`src/rtl/jstk2_poll_ctrl.sv`:
```
// rtl/jstk2_poll_ctrl.sv - PmodJSTK2 poll scheduler: periodic 5-byte SPI exchange with atomic sample update
// Drives a byte-level SPI engine and publishes xpos/ypos/button together on sample_valid.
module jstk2_poll_ctrl #(
   parameter int POLL_CYCLES     = 600000,
   parameter int SS_SETUP_CYCLES = 180,
   parameter int BYTE_GAP_CYCLES = 120
) (
   input  logic       clk,
   input  logic       rst,
   input  logic       enable,
   input  logic       led_en,
   input  logic [7:0] led_r,
   input  logic [7:0] led_g,
   input  logic [7:0] led_b,
   output logic       spi_start,
   output logic [7:0] spi_tx_byte,
   input  logic       spi_busy,
   input  logic       spi_done,
   input  logic [7:0] spi_rx_byte,
   output logic       ss,
   output logic [9:0] xpos,
   output logic [9:0] ypos,
   output logic [1:0] button,
   output logic       sample_valid
);

   localparam int PCW  = $clog2(POLL_CYCLES);
   localparam int WMAX = (SS_SETUP_CYCLES > BYTE_GAP_CYCLES) ? SS_SETUP_CYCLES : BYTE_GAP_CYCLES;
   localparam int WCW  = $clog2(WMAX + 1);

   localparam logic [2:0] ST_IDLE   = 3'd0;
   localparam logic [2:0] ST_SETUP  = 3'd1;
   localparam logic [2:0] ST_SEND   = 3'd2;
   localparam logic [2:0] ST_WAIT   = 3'd3;
   localparam logic [2:0] ST_GAP    = 3'd4;
   localparam logic [2:0] ST_FINISH = 3'd5;

   logic [PCW-1:0]  poll_cnt_q, poll_cnt_d;
   logic [2:0]      state_q, state_d;
   logic [WCW-1:0]  wcnt_q, wcnt_d;
   logic [2:0]      idx_q, idx_d;
   logic            snap_led_q, snap_led_d;
   logic [7:0]      snap_r_q, snap_r_d;
   logic [7:0]      snap_g_q, snap_g_d;
   logic [7:0]      snap_b_q, snap_b_d;
   logic [4:0][7:0] rx_q, rx_d;
   logic            ss_q, ss_d;
   logic [9:0]      xpos_q, xpos_d;
   logic [9:0]      ypos_q, ypos_d;
   logic [1:0]      button_q, button_d;
   logic            sample_valid_q, sample_valid_d;
   logic            tick;
   logic [7:0]      tx_byte;

   assign tick = enable && (poll_cnt_q == PCW'(POLL_CYCLES - 1));

   always_comb begin
      poll_cnt_d = '0;
      if (enable && !tick) begin
         poll_cnt_d = poll_cnt_q + 1'b1;
      end
   end

   // setLedRGB is 0x84,R,G,B,0; a plain position read is 0xC0 followed by zeros.
   always_comb begin
      tx_byte = 8'h00;
      if (snap_led_q) begin
         case (idx_q)
            3'd0:    tx_byte = 8'h84;
            3'd1:    tx_byte = snap_r_q;
            3'd2:    tx_byte = snap_g_q;
            3'd3:    tx_byte = snap_b_q;
            default: tx_byte = 8'h00;
         endcase
      end else if (idx_q == 3'd0) begin
         tx_byte = 8'hC0;
      end
   end

   assign spi_start   = (state_q == ST_SEND) && !spi_busy;
   assign spi_tx_byte = spi_start ? tx_byte : 8'h00;

   always_comb begin
      state_d        = state_q;
      wcnt_d         = wcnt_q;
      idx_d          = idx_q;
      snap_led_d     = snap_led_q;
      snap_r_d       = snap_r_q;
      snap_g_d       = snap_g_q;
      snap_b_d       = snap_b_q;
      rx_d           = rx_q;
      ss_d           = ss_q;
      xpos_d         = xpos_q;
      ypos_d         = ypos_q;
      button_d       = button_q;
      sample_valid_d = 1'b0;
      case (state_q)
         ST_IDLE: begin
            if (tick) begin
               snap_led_d = led_en;
               snap_r_d   = led_r;
               snap_g_d   = led_g;
               snap_b_d   = led_b;
               ss_d       = 1'b0;
               wcnt_d     = '0;
               state_d    = ST_SETUP;
            end
         end
         ST_SETUP: begin
            if (wcnt_q == WCW'(SS_SETUP_CYCLES - 1)) begin
               wcnt_d  = '0;
               state_d = ST_SEND;
            end else begin
               wcnt_d = wcnt_q + 1'b1;
            end
         end
         ST_SEND: begin
            if (!spi_busy) begin
               state_d = ST_WAIT;
            end
         end
         ST_WAIT: begin
            if (spi_done) begin
               rx_d[idx_q] = spi_rx_byte;
               wcnt_d      = '0;
               state_d     = ST_GAP;
            end
         end
         ST_GAP: begin
            if (wcnt_q == WCW'(BYTE_GAP_CYCLES - 1)) begin
               wcnt_d = '0;
               if (idx_q == 3'd4) begin
                  ss_d    = 1'b1;
                  state_d = ST_FINISH;
               end else begin
                  idx_d   = idx_q + 1'b1;
                  state_d = ST_SEND;
               end
            end else begin
               wcnt_d = wcnt_q + 1'b1;
            end
         end
         ST_FINISH: begin
            xpos_d         = {rx_q[1][1:0], rx_q[0]};
            ypos_d         = {rx_q[3][1:0], rx_q[2]};
            button_d       = rx_q[4][1:0];
            sample_valid_d = 1'b1;
            idx_d          = '0;
            state_d        = ST_IDLE;
         end
         default: begin
            state_d = ST_IDLE;
         end
      endcase
   end

   always_ff @(posedge clk or posedge rst) begin
      if (rst) begin
         poll_cnt_q     <= '0;
         state_q        <= ST_IDLE;
         wcnt_q         <= '0;
         idx_q          <= '0;
         snap_led_q     <= 1'b0;
         snap_r_q       <= 8'h00;
         snap_g_q       <= 8'h00;
         snap_b_q       <= 8'h00;
         rx_q           <= '0;
         ss_q           <= 1'b1;
         xpos_q         <= 10'd512;
         ypos_q         <= 10'd512;
         button_q       <= 2'b00;
         sample_valid_q <= 1'b0;
      end else begin
         poll_cnt_q     <= poll_cnt_d;
         state_q        <= state_d;
         wcnt_q         <= wcnt_d;
         idx_q          <= idx_d;
         snap_led_q     <= snap_led_d;
         snap_r_q       <= snap_r_d;
         snap_g_q       <= snap_g_d;
         snap_b_q       <= snap_b_d;
         rx_q           <= rx_d;
         ss_q           <= ss_d;
         xpos_q         <= xpos_d;
         ypos_q         <= ypos_d;
         button_q       <= button_d;
         sample_valid_q <= sample_valid_d;
      end
   end

   assign ss           = ss_q;
   assign xpos         = xpos_q;
   assign ypos         = ypos_q;
   assign button       = button_q;
   assign sample_valid = sample_valid_q;

endmodule

```
`config.mk`:
```
export PLATFORM = sky130hd
export DESIGN_NAME = jstk2_poll_ctrl
export DESIGN_NICKNAME = d
export VERILOG_FILES = /design/src/rtl/jstk2_poll_ctrl.sv
export SDC_FILE = /design/constraint.sdc
export NUM_CORES = 1
export LEC_CHECK = 0
export ABC_AREA = 1
export BUFFER_PORTS_ARGS = -buffer_cell sky130_fd_sc_hd__buf_2
export CAP_MARGIN = 30
export CORE_MARGIN = 2
export CORE_UTILIZATION = 56
export DETAILED_ROUTE_END_ITERATION = 7
export PLACE_DENSITY_LB_ADDON = 0.1
export SLEW_MARGIN = 20
export SYNTH_ARGS = -nofsm -noshare
export SYNTH_HDL_FRONTEND = slang
export SYNTH_SLANG_ARGS = --single-unit
```
`constraint.sdc`:
```
create_clock -name clk -period 5.5 [get_ports clk]
set_clock_uncertainty 0.2 [all_clocks]
set_input_delay 1.375 -clock clk [delete_from_list [all_inputs] [get_ports clk]]
set_output_delay 1.375 -clock clk [all_outputs]
set_load 0.005 [all_outputs]
```
### Word level (Yosys, flattened, before mapping)

Index checks and enable logic that the tools add are counted.

| cells by class | value |
|---|---|
| equality and inequality tests | 19 |
| add/sub/neg operators | 3 |
| mux-type cells | 28 |
| magnitude comparators | 2 |
| reduce and logical (&&, ||, !) cells | 17 |

Operators by type and width:

| cell | number |
|---|---|
| 8-bit 2-to-1 mux | 8 |
| 8-bit one-hot mux with 4 select lines | 2 |
| 40-bit bitwise mux | 1 |
| 8-bit demux with 3-bit select | 1 |
| 3-bit 2-to-1 mux | 8 |
| 20-bit by 1-bit adder with 20-bit output, second input constant | 1 |
| 20-bit == test, second input constant | 1 |
| 20-bit 2-to-1 mux | 1 |
| 3-bit one-hot mux with 5 select lines | 1 |
| 2-bit inequality test, second input constant | 7 |
| 3-bit by 2-bit == test with 1-bit output, second input constant | 4 |
| 3-bit == test, second input constant | 3 |
| 8-bit by 1-bit adder with 8-bit output, second input constant | 1 |
| 8-bit by 7-bit == test with 1-bit output, second input constant | 1 |
| 8-bit == test, second input constant | 1 |
| 3-bit by 1-bit == test with 1-bit output, second input constant | 2 |
| 3-bit zero test | 2 |
| 3-bit one-hot mux with 2 select lines | 1 |
| 3-bit AND reduction | 2 |
| 5-bit AND reduction | 1 |
| 1-bit logical AND | 4 |
| 3-bit by 4-bit < comparator with 1-bit output, second input constant | 1 |
| 1-bit 2-to-1 mux | 4 |
| 2-bit AND reduction | 2 |
| 7 further kinds | 9 |

| storage, ports and cells | value |
|---|---|
| register bits after elaboration | 123 |
| input port bits | 38 |

### Logic depth before layout (Yosys ltp)

Gate-level depths: netlist (run 1).

| logic depth | value |
|---|---|
| depth in word-level cells | 5 |
| depth in mapped cells | 10 |

### Worst setup path after synthesis (run 1)

OpenSTA, ideal clock, no wires.

| timing path | value |
|---|---|
| path type | input to output |
| start | input spi_busy |
| end | output spi_tx_byte[0] |
| slack | 2.148 ns |
| required time | 3.925 ns |
| stages | 3 |
| data arrival time | 1.777 ns |
| buffers on the path | 0 |
| path through | nor2_4 -> nand3_2 -> a31oi_1 |

| between the ends | value |
|---|---|
| cells in the longest elaborated chain, start to end | 3 |

RTL lines:

| element | line | RTL |
|---|---|---|
| start: declaration | 17 | `input logic spi_busy,` |
| 1-bit zero test | n/a |  |
| 1-bit logical AND | 80 | `assign spi_start = (state_q == ST_SEND) && !spi_busy;` |
| 8-bit 2-to-1 mux | 81 | `assign spi_tx_byte = spi_start ? tx_byte : 8'h00;` |
| end: declaration | 16 | `output logic [7:0] spi_tx_byte,` |

Every way passes these cells.

### Worst setup path in the final report (run 1)

| timing path | value |
|---|---|
| start | register idx_q[0] |
| end | output spi_tx_byte[7] |

| between the ends | value |
|---|---|
| cells in the longest elaborated chain, start to end | 4 |
| elaborated cells on any way between the ends | 8 |
| those cells by class | eq/ne: 3; mux: 4; reduce/logical: 1 |

RTL lines:

| element | line | RTL |
|---|---|---|
| start: declaration | 41 | `logic [2:0] idx_q, idx_d;` |
| start signal: assignment | 177 | `idx_q <= idx_d;` |
| 3-bit by 2-bit == test with 1-bit output (tied with other cells) | 68 | `case (idx_q)` |
| 8-bit one-hot mux with 4 select lines or 8-bit 2-to-1 mux (tied branches) | 68, 75 |  |
| 8-bit 2-to-1 mux (*) | 67 | `if (snap_led_q) begin` |
| 8-bit 2-to-1 mux (*) | 81 |  |

Mark *: on every way between the ends. The rest lies on a longest branch, timed or not.

==> results of run 1 <==
## kinds of logic after synthesis
| kind of cell | synth area share [%] |
|---|---|
| AND/OR/NAND/NOR | 29.8 |
| flip-flops | 49.3 |
| buffers and inverters | 8.09 |
| AO/OA/AOI/OAI | 9.50 |
| XOR/XNOR | 1.64 |
| adder cells (fa/ha/maj) | 1.64 |
## per-layer routing
| layer | GRT usage (%) | wire length (um) |
|---|---|---|
| met4 | 4.68 | 68 |
| met5 | 0 | 0 |
| met3 | 3.86 | 519 |
| met2 | 34.7 | 5040 |
| met1 | 30.2 | 4830 |
## per-stage QoR
| stage | util, % | worst slack [ns] |
|---|---|---|
| final | 65.1 | 1.64 |
| after global routing | 65.1 | 1.42 |
| after CTS | 64.8 | 1.57 |
| after detailed placement | 62.4 | 1.82 |
| after global placement | 62.1 | 1.84 |
| after floorplan | - | 1.17 |
## registers in the layout (all words and copies together), names as in the netlist
register / count
button: 2
idx_q: 3
poll_cnt_q: 20
rx_q: 22
sample_valid: 1
snap_b_q: 8
snap_g_q: 8
snap_led_q: 1
snap_r_q: 8
ss: 1
state_q: 3
wcnt_q: 8
xpos: 10
ypos: 10
## cell usage in the layout, fill, tap and decap left out, drive strengths merged, types with 9 or more instances in the layout
cell / instances
inv: 86
nor2: 54
nand2: 223
buf: 73
clkbuf: 9
o21ai: 57
nand4: 13
nor3: 16
dfrtp: 102
nand3: 29
## worst max path at each step
stage,endpoint,slack [ns],cells after the start
2_1_floorplan,button[0]$_DFFE_PP0P_,1.17,1
3_3_place_gp,spi_tx_byte[1],1.84,5
3_5_place_dp,spi_tx_byte[0],1.82,5
4_1_cts,spi_tx_byte[6],1.57,9
5_1_grt,spi_tx_byte[6],1.42,9
6_report,spi_tx_byte[7],1.64,9
## critical path, delay by kind of cell, from the launching register on
family                   cells  cell delay, ns
AO/OA/AOI/OAI                1            0.15
adder cells (fa/ha/maj)      1            0.19
flip-flops                   1            0.46
buffers and inverters        3            0.41
AND/OR/NAND/NOR              4            0.71
## report_power, final
| group | total, uW | switching, uW | internal (uW) |
|---|---|---|---|
| Sequential | 775 | 2.09 | 773 |
| Combinational | 48.2 | 32.4 | 15.8 |
| Clock | 531 | 270 | 261 |
## layout make-up
class                      instances  area, um^2
sequential                       105        2630
timing repair buffer              73         405
fill                             806        3220
tap                              129         161
inverter                          84         318
clock buffer                       9         124
multi-input combinational        429        2270
clock inverter                     7         103
==> metrics, run 1 <==
worst r2r src=state_q[1]$_DFFE_PP0P_; synthesized cell area=roughly 0.0053 mm^2; PwrDens=225 mW/mm^2; min cycle time layout=3.86 ns; fin crit share=70.2%; Root Buffer=clkbuf_8; count leader, synth=nand2_1; Layout Cells excl Fill=836; RR Endpoint=ypos[9]$_DFFE_PP1P_; top_reg_cell synth=dfrtp_1; Placed Instance Area=0.00576 mm^2; worst reg2reg setup slack=2.99 ns; top cells by area, synth=dfrtp_1 48%, nand2_1 14%, o21ai_2 5.6%; total routed wirelength=around 10000 um; Slew Viols, Final=0; Mean Syn Cell Area=approximately 8.4 um^2; Top Ports=71; crit path max fanout=8; status=complete, no violations; area grow syn2layout=12.7%; vias per std cell=a little under 5; clock-pin slew on the worst setup and hold paths=0.10 ns; Die Height=102 um; CP Class=reg2out; f_max=259 MHz; via count=4159; Synthesized Nets=approximately 680; DRT antenna net count=0; HPWL after DPL=7570 um; drt first-iter violations=135; yosys warns=0; core area=0.00924 mm^2; Post-CTS Setup Inserts=0; Synth area leader=dfrtp_1; Max clock buf depth=2; unrepaired setup endpoints after global routing=no; Post-synth EDFFs=0; Hold Slack=roughly 0.27 ns; first-pass GRT wire length=17600 um; hold_sp=xpos[9]$_DFFE_PP1P_; post-synth top area share=47.8%; Initial Util=57.8%; Worst Hold Class=reg2reg; Post-CTS Resized=0; nets=747; Min-Delay Endpoint=xpos[9]$_DFFE_PP1P_; Sink Count=105; Final setup viols=0; vias in the first global route=3845; Critical path origin=idx_q[0]$_DFFE_PP0P_; Clk Latency, worst-skew pair=~0.36 ns; DP Cell Count=819; share of cells above drive strength 1=25.5%; GRT Overall Usage=21.4%; Startpoint Class=flop; Crit-path slowest cell=dfrtp_1; GRT overflow=0; Worst setup EP type=output pin; Critical Path RT=3.92 ns; Final Hold Viols=0; Async S/R FF share, synth=100%; WL/cell=12.5 um; RePlAce Congestion=0.953; slew margin rel.=39.6%; setup TNS=0 ns; synthesis-stage register bit count=around 110; worst r2r path cells=3; Synth top cells by count=199 x nand2_1, 102 x dfrtp_1, 76 x inv_1; die footprint=0.0103 mm^2; CP Cell Sequence=inv_1, ha_1, inv_1, nor2_1, nand2_1, nand3_1, nand2_1, a21oi_1, buf_2; sequential fraction of the synthesis area=49.3%; Post-route DRC=0; Port-buffer cells=70; CTS H-tree depth=3; First-pass DRT Iterations=4; CTS tree=done; fin area=approximately 0.006 mm^2; Slew @ Worst Pin=approximately 0.9 ns; Netlist cell types=36; hold path depth=2; critical path's largest stage delay=0.46 ns; Cells after Synth=between 600 and 700; largest net degree at the start of global routing=75; maximum vdd drop=0.130 mV; Leak Pwr=slightly above 0.003 uW; die extent in x=102 um; max cap viols=0; initial antenna violation count=0; Ant. Diodes=0; # rows=35; TritonCTS Buffers=9; total chip power=1350 uW; crit path DAT=2.29 ns; Post-CTS Hold Buffers=0
Power figures use the tool's default switching activity.
==> inputs of run 2 (changes only) <==
--- a/config.mk
+++ b/config.mk
@@ -9,7 +9,7 @@
 export BUFFER_PORTS_ARGS = -buffer_cell sky130_fd_sc_hd__buf_2
 export CAP_MARGIN = 30
 export CORE_MARGIN = 2
-export CORE_UTILIZATION = 56
+export CORE_UTILIZATION = 52
 export DETAILED_ROUTE_END_ITERATION = 7
 export PLACE_DENSITY_LB_ADDON = 0.1
 export SLEW_MARGIN = 20
==> constraint.sdc (replaced) <==
create_clock -name clk -period 3.4 [get_ports clk]
set_clock_uncertainty 0.2 [all_clocks]
set_input_delay 0.85 -clock clk [delete_from_list [all_inputs] [get_ports clk]]
set_output_delay 0.85 -clock clk [all_outputs]
set_load 0.005 [all_outputs]
==> run 2 against run 1 <==
Die area increased by 7.4%. Sequential cell count unchanged. Combinational power increased by 60%. Clock power increased by 37%. Register-to-register slack got worse by 1.8 ns. Cell area decreased by 0.50%.
==> metrics, run 2 (synthesized netlist as in run 1, its figures left out) <==
status=complete, no violations; fin area=0.00599 mm^2 (-0.50%); Clk Latency, worst-skew pair=0.38 ns (+0.02 ns); Final setup viols=0 (unchanged); Worst setup EP type=output pin; clock-pin slew on the worst setup and hold paths=0.10 ns (about the same); GRT Overall Usage=20.3% (-1.1 points); core area=0.00986 mm^2 (+6.8%); GRT overflow=0 (unchanged); die footprint=0.0111 mm^2 (+7.4%); via count=4200 (+0.99%); Worst Hold Class=reg2reg; Initial Util=54.1% (-3.7 points); max cap viols=0 (unchanged); unrepaired setup endpoints after global routing=no; slew margin rel.=52.7% (+13 points); TritonCTS Buffers=9 (unchanged); critical path's largest stage delay=0.46 ns (about the same); HPWL after DPL=7690 um (+1.6%); CP Cell Sequence=inv_1, ha_1, inv_1, nor2_2, nand2_1, nand3_1, nand2_1, a21oi_1, buf_2; DRT antenna net count=0 (unchanged); vias in the first global route=3990 (+3.8%); Placed Instance Area=0.00580 mm^2 (+0.72%); Largest delay share family, worst path=simple AND/OR/NAND/NOR gates; Final Hold Viols=0 (unchanged); Min-Delay Endpoint=ypos[5]$_DFFE_PP0P_; crit path DAT=2.13 ns (-0.16 ns); RR Endpoint=snap_g_q[5]$_DFFE_PP0P_; Port-buffer cells=70 (unchanged); Critical Path RT=2.35 ns (-1.57 ns); total routed wirelength=10400 um (-0.23%); hold_sp=ypos[5]$_DFFE_PP0P_; worst r2r path cells=7 (+4); worst r2r src=poll_cnt_q[0]$_DFF_PP0_; Slew @ Worst Pin=0.709 ns (-0.193 ns); First-pass DRT Iterations=4 (unchanged); Post-CTS Hold Buffers=0 (unchanged); Post-CTS Resized=0 (unchanged); share of cells above drive strength 1=25.8% (+0.35 points); most frequent cells in the layout=199 x nand2_1, 102 x dfrtp_1, 75 x inv_1; fill count=884 (+9.7%); Leak Pwr=0.00311 uW (-0.17%); biggest regs=rx_q: 22 flops, poll_cnt_q: 20 flops; setup TNS=0 ns (unchanged); fin crit share=93.5%; most common cell after layout, fill and taps aside=nand2_1; Sink Count=105 (unchanged); Most flops, register=rx_q; initial antenna violation count=0 (unchanged); hold path depth=2 (unchanged); CP Buf/Inv Count=3 (unchanged); Max clock buf depth=2 (unchanged); Post-route DRC=0 (unchanged); RePlAce Congestion=0.910 (-4.5%); crit path max fanout=8 (unchanged); largest net degree at the start of global routing=44 (-41%); CTS H-tree depth=3 (unchanged); die extent in x=105 um (+3.6%); first-pass GRT wire length=18300 um (+4.2%); vias per std cell=4.99 (+0.27%); Crit-path slowest cell=dfrtp_1; drt first-iter violations=233 (+73%); Startpoint Class=flop; Ant. Diodes=0 (unchanged); nets=749 (+0.27%); maximum vdd drop=0.189 mV (+46%); Root Buffer=clkbuf_8; Die Height=105 um (+3.6%); total chip power=2060 uW (+52%); f_max=approximately 310 MHz; Top Ports=71 (unchanged); min cycle time layout=~3.2 ns; Post-CTS Setup Inserts=0 (unchanged); worst reg2reg setup slack=1.16 ns (-1.83 ns); CP Class=reg2out; CTS tree=done; Hold Slack=0.272 ns (-0.000925 ns); Slew Viols, Final=0 (unchanged); PwrDens=344 mW/mm^2 (+53%); WL/cell=12.4 um (-0.94%); # rows=36 (+2.9%); area grow syn2layout=12.2%; max FFs per register=22 (unchanged)
-- run 2: worst max-delay path by stage --
stage	startpoint	end	slack [ns]	cells past startpoint
2_1_floorplan	idx_q[0]$_DFFE_PP0P_	spi_tx_byte[6]	0.89	8
3_3_place_gp	idx_q[0]$_DFFE_PP0P_	spi_tx_byte[6]	0.52	9
3_5_place_dp	idx_q[0]$_DFFE_PP0P_	spi_tx_byte[6]	0.45	9
4_1_cts	idx_q[0]$_DFFE_PP0P_	spi_tx_byte[6]	0.03	9
5_1_grt	idx_q[0]$_DFFE_PP0P_	spi_tx_byte[7]	0.03	9
6_report	idx_q[0]$_DFFE_PP0P_	spi_tx_byte[6]	0.22	9
-- run 2: layer usage --
layer	track usage [%]	vias to the layer above	part of all wire, %
met5	0	-	0
met4	8.38	0	2.2
met3	3.46	20	5.3
met2	32.3	112	47
met1	27.5	1936	46
li1	-	2132	-
-- run 2: tightest hold or removal path, cell delays in order, from the launching register on --
cell     delay [ns]
dfrtp_1        0.35
nand2_1        0.05
nand2_1        0.05
-- run 2: stage by stage --
stage / util [%] / cells / setup slack, ns
final: 60.7 / 842 / 0.221
after detailed placement: 58.8 / 826 / 0.455
after global routing: 60.7 / 842 / 0.0273
after global placement: 58.6 / 825 / 0.517
after floorplan: - / 632 / 0.891
after CTS: 60.7 / 842 / 0.0319
-- run 2: cell type report --
cell class                 count  area, um^2  area share [%]
timing repair buffer          75         413            6.90
multi-input combinational    429        2280            38.0
sequential                   105        2630            44.0
inverter                      84         319            5.33
clock inverter                 7        56.3           0.941
clock buffer                   9         124            2.07
tap                          133         166            2.78
-- run 2: where the power goes --
part	switching, uW	total, uW	internal [uW]	leakage [uW]
Clock	451	730	280	0.0000967
Sequential	3.31	1250	1250	0.00143
Combinational	51.8	77.2	25.4	0.00159
==> inputs of run 3 (changes only) <==
==> constraint.sdc (replaced) <==
create_clock -name clk -period 3.4 [get_ports clk]
set_clock_uncertainty 0.2 [all_clocks]
set_input_delay 1.02 -clock clk [delete_from_list [all_inputs] [get_ports clk]]
set_output_delay 1.02 -clock clk [all_outputs]
set_load 0.005 [all_outputs]
==> run 3 against run 2 <==
Final cell count fell by 0.12%. Worst setup slack got worse by 0.013 ns. Die area did not move. Sequential power barely moved. Global-route usage rose by 0.14 points. Worst hold slack barely moved. Largest cell class unchanged. Non-clock buffer count did not move.
==> metrics, run 3 (synthesized netlist as in run 1, its figures left out) <==
status=complete, no violations; Startpoint Class=flop; setup TNS=0 ns (unchanged); initial antenna violation count=0 (unchanged); switching share of power=21.9% (-2.6 points); Max clock buf depth=2 (unchanged); crit path DAT=1.97 ns (-0.16 ns); worst r2r src=poll_cnt_q[0]$_DFF_PP0_; sequential share of power=59.3% (-1.5 points); CP Cell Sequence=inv_1, ha_2, a21oi_1, nand3_1, nand2_1, a21oi_1, buf_2; Post-CTS Setup Inserts=0 (unchanged); total chip power=2120 uW (+2.6%); drt first-iter violations=132 (-43%); fin crit share=93.9% (+0.38 points); nets=749 (unchanged); GRT overflow=0 (unchanged); Final Hold Viols=0 (unchanged); Top Ports=71 (unchanged); min cycle time layout=3.19 ns (+0.0130 ns); most common cell after layout, fill and taps aside=nand2_1; Setup WS pre-CTS=0.435 ns (-0.0191 ns); Critical Path RT=2.18 ns (-0.17 ns); internal cell power=1650 uW (+6.2%); Crit-path slowest cell=dfrtp_1; Most flops, register=rx_q; core area=0.00986 mm^2 (unchanged); combinational power share=3.7% (about the same); Seq. cell area=0.00263 mm^2 (unchanged); critical path's largest stage delay=0.48 ns (+0.02 ns); Initial Util=54.1% (unchanged); slew margin rel.=53.4% (+0.72 points); HPWL after DPL=7610 um (-1.1%); Port-buffer cells=70 (unchanged); vias in the first global route=3949 (-1.0%); vias per std cell=4.90 (-1.8%); Clk Latency, worst-skew pair=0.37 ns (about the same); final worst setup slack=0.209 ns (-0.0130 ns); Clock Power Share=37.0% (+1.6 points); Slew @ Worst Pin=0.699 ns (-0.0108 ns); worst reg2reg setup slack=1.13 ns (-0.03 ns); Hold Slack=0.272 ns (-0.000497 ns); Worst Hold Class=reg2reg; Final setup viols=0 (unchanged); Die Height=105 um (unchanged); footprint of the multi-input gates=0.00228 mm^2 (unchanged); WL/cell=12.4 um (+0.29%); area grow syn2layout=12.7%; most frequent cells in the layout=199 x nand2_1, 102 x dfrtp_1, 74 x inv_1; first-pass GRT wire length=18300 um (+0.11%); max FFs per register=22 (unchanged); largest net degree at the start of global routing=47 (+6.8%); max cap viols=0 (unchanged); Leak Pwr=0.00312 uW (+0.34%); Post-route DRC=0 (unchanged); fill count=906 (+2.5%); die footprint=0.0111 mm^2 (unchanged); CP Class=reg2out; hold_sp=xpos[3]$_DFFE_PP0P_; Ant. Diodes=0 (unchanged); die extent in x=105 um (unchanged); f_max=313 MHz (-0.41%); maximum vdd drop=0.244 mV (+29%); via count=4121 (-1.9%); Sink Count=105 (unchanged); share of cells above drive strength 1=25.7% (-0.10 points); NetSw=464 uW (-8.3%); worst r2r path cells=7 (unchanged); GRT Overall Usage=20.4% (+0.14 points); TritonCTS Buffers=9 (unchanged); # rows=36 (unchanged); clock-pin slew on the worst setup and hold paths=0.09 ns (about the same); unrepaired setup endpoints after global routing=no; RR Endpoint=snap_g_q[0]$_DFFE_PP0P_; RePlAce Congestion=0.872 (-4.2%); Worst setup EP type=output pin; PwrDens=352 mW/mm^2 (+2.1%); Root Buffer=clkbuf_8; First-pass DRT Iterations=5 (+1); Most common cell on crit path=a21oi_1; crit path max fanout=8 (unchanged); CTS tree=done; DRT antenna net count=0 (unchanged); CTS H-tree depth=3 (unchanged); hold path depth=2 (unchanged); biggest regs=rx_q: 22 flops, poll_cnt_q: 20 flops; total routed wirelength=10400 um (+0.17%); Slew Viols, Final=0 (unchanged); Min-Delay Endpoint=xpos[3]$_DFFE_PP0P_
## run 3: changes by cell type in the layout (fill, tap and decap cells not counted), sizes merged
cell,delta
bufinv,+1
inv,-5
clkbuf,+3
## run 3: per-stage QoR
step	instances	utilization [%]	area, um^2
finish	841	61.0	6010
CTS	841	60.9	6010
detailed placement	826	59.0	5820
floorplan	632	-	5340
global placement	826	59.0	5820
global route	841	61.0	6010
## run 3: layout make-up
| class | count | share of cell area, % |
|---|---|---|
| multi-input cells | 429 | 37.8 |
| clock buffers | 12 | 2.58 |
| flip-flops and latches | 105 | 43.8 |
| well taps | 133 | 2.77 |
| clock inverters | 3 | 0.666 |
| inverters | 84 | 5.31 |
| repair buffers | 75 | 7.07 |
## run 3: worst max-delay path by stage
| stage | startpoint | end | slack [ns] | depth (start not counted) |
|---|---|---|---|---|
| 6_report | idx_q[2]$_DFFE_PP0P_ | spi_tx_byte[7] | 0.21 | 7 |
| 5_1_grt | idx_q[0]$_DFFE_PP0P_ | spi_tx_byte[7] | 0.05 | 10 |
| 4_1_cts | idx_q[2]$_DFFE_PP0P_ | spi_tx_byte[7] | 0.09 | 7 |
| 3_5_place_dp | spi_busy | spi_tx_byte[1] | 0.44 | 5 |
| 3_3_place_gp | spi_busy | spi_tx_byte[1] | 0.43 | 5 |
| 2_1_floorplan | idx_q[0]$_DFFE_PP0P_ | spi_tx_byte[6] | 0.72 | 8 |
## run 3: power by group through the flow
stage          combinational, uW  sequential, uW  clock, uW
2_1_floorplan               41.1            1280          0
3_3_place_gp                80.6            1280          0
3_5_place_dp                80.9            1280          0
4_1_cts                     81.3            1250        812
5_1_grt                     90.3            1260        865
6_report                    78.2            1250        783
## run 3: what timing repair did
item | CTS | global route
hold buffers | 0 | 0
resized for setup | 0 | 2
setup endpoints to repair | 0 | 2
## run 3: worst max-delay path, delay by kind of cell (launching register included)
| kind | cells | cell delay (ns) |
|---|---|---|
| AOI/OAI and AO/OA | 2 | 0.26 |
| and+or+nand+nor | 2 | 0.13 |
| adders and majority gates | 1 | 0.33 |
| buffers and inverters | 2 | 0.41 |
| DFF | 1 | 0.48 |
## run 3: layer usage
| layer | share of wire [%] | vias to the layer above | GRT usage (%) |
|---|---|---|---|
| li1 | - | 2124 | - |
| met4 | 1.3 | 0 | 5.62 |
| met5 | 0 | - | 0 |
| met2 | 46 | 72 | 32.2 |
| met3 | 4.7 | 11 | 5.81 |
| met1 | 48 | 1914 | 27.7 |
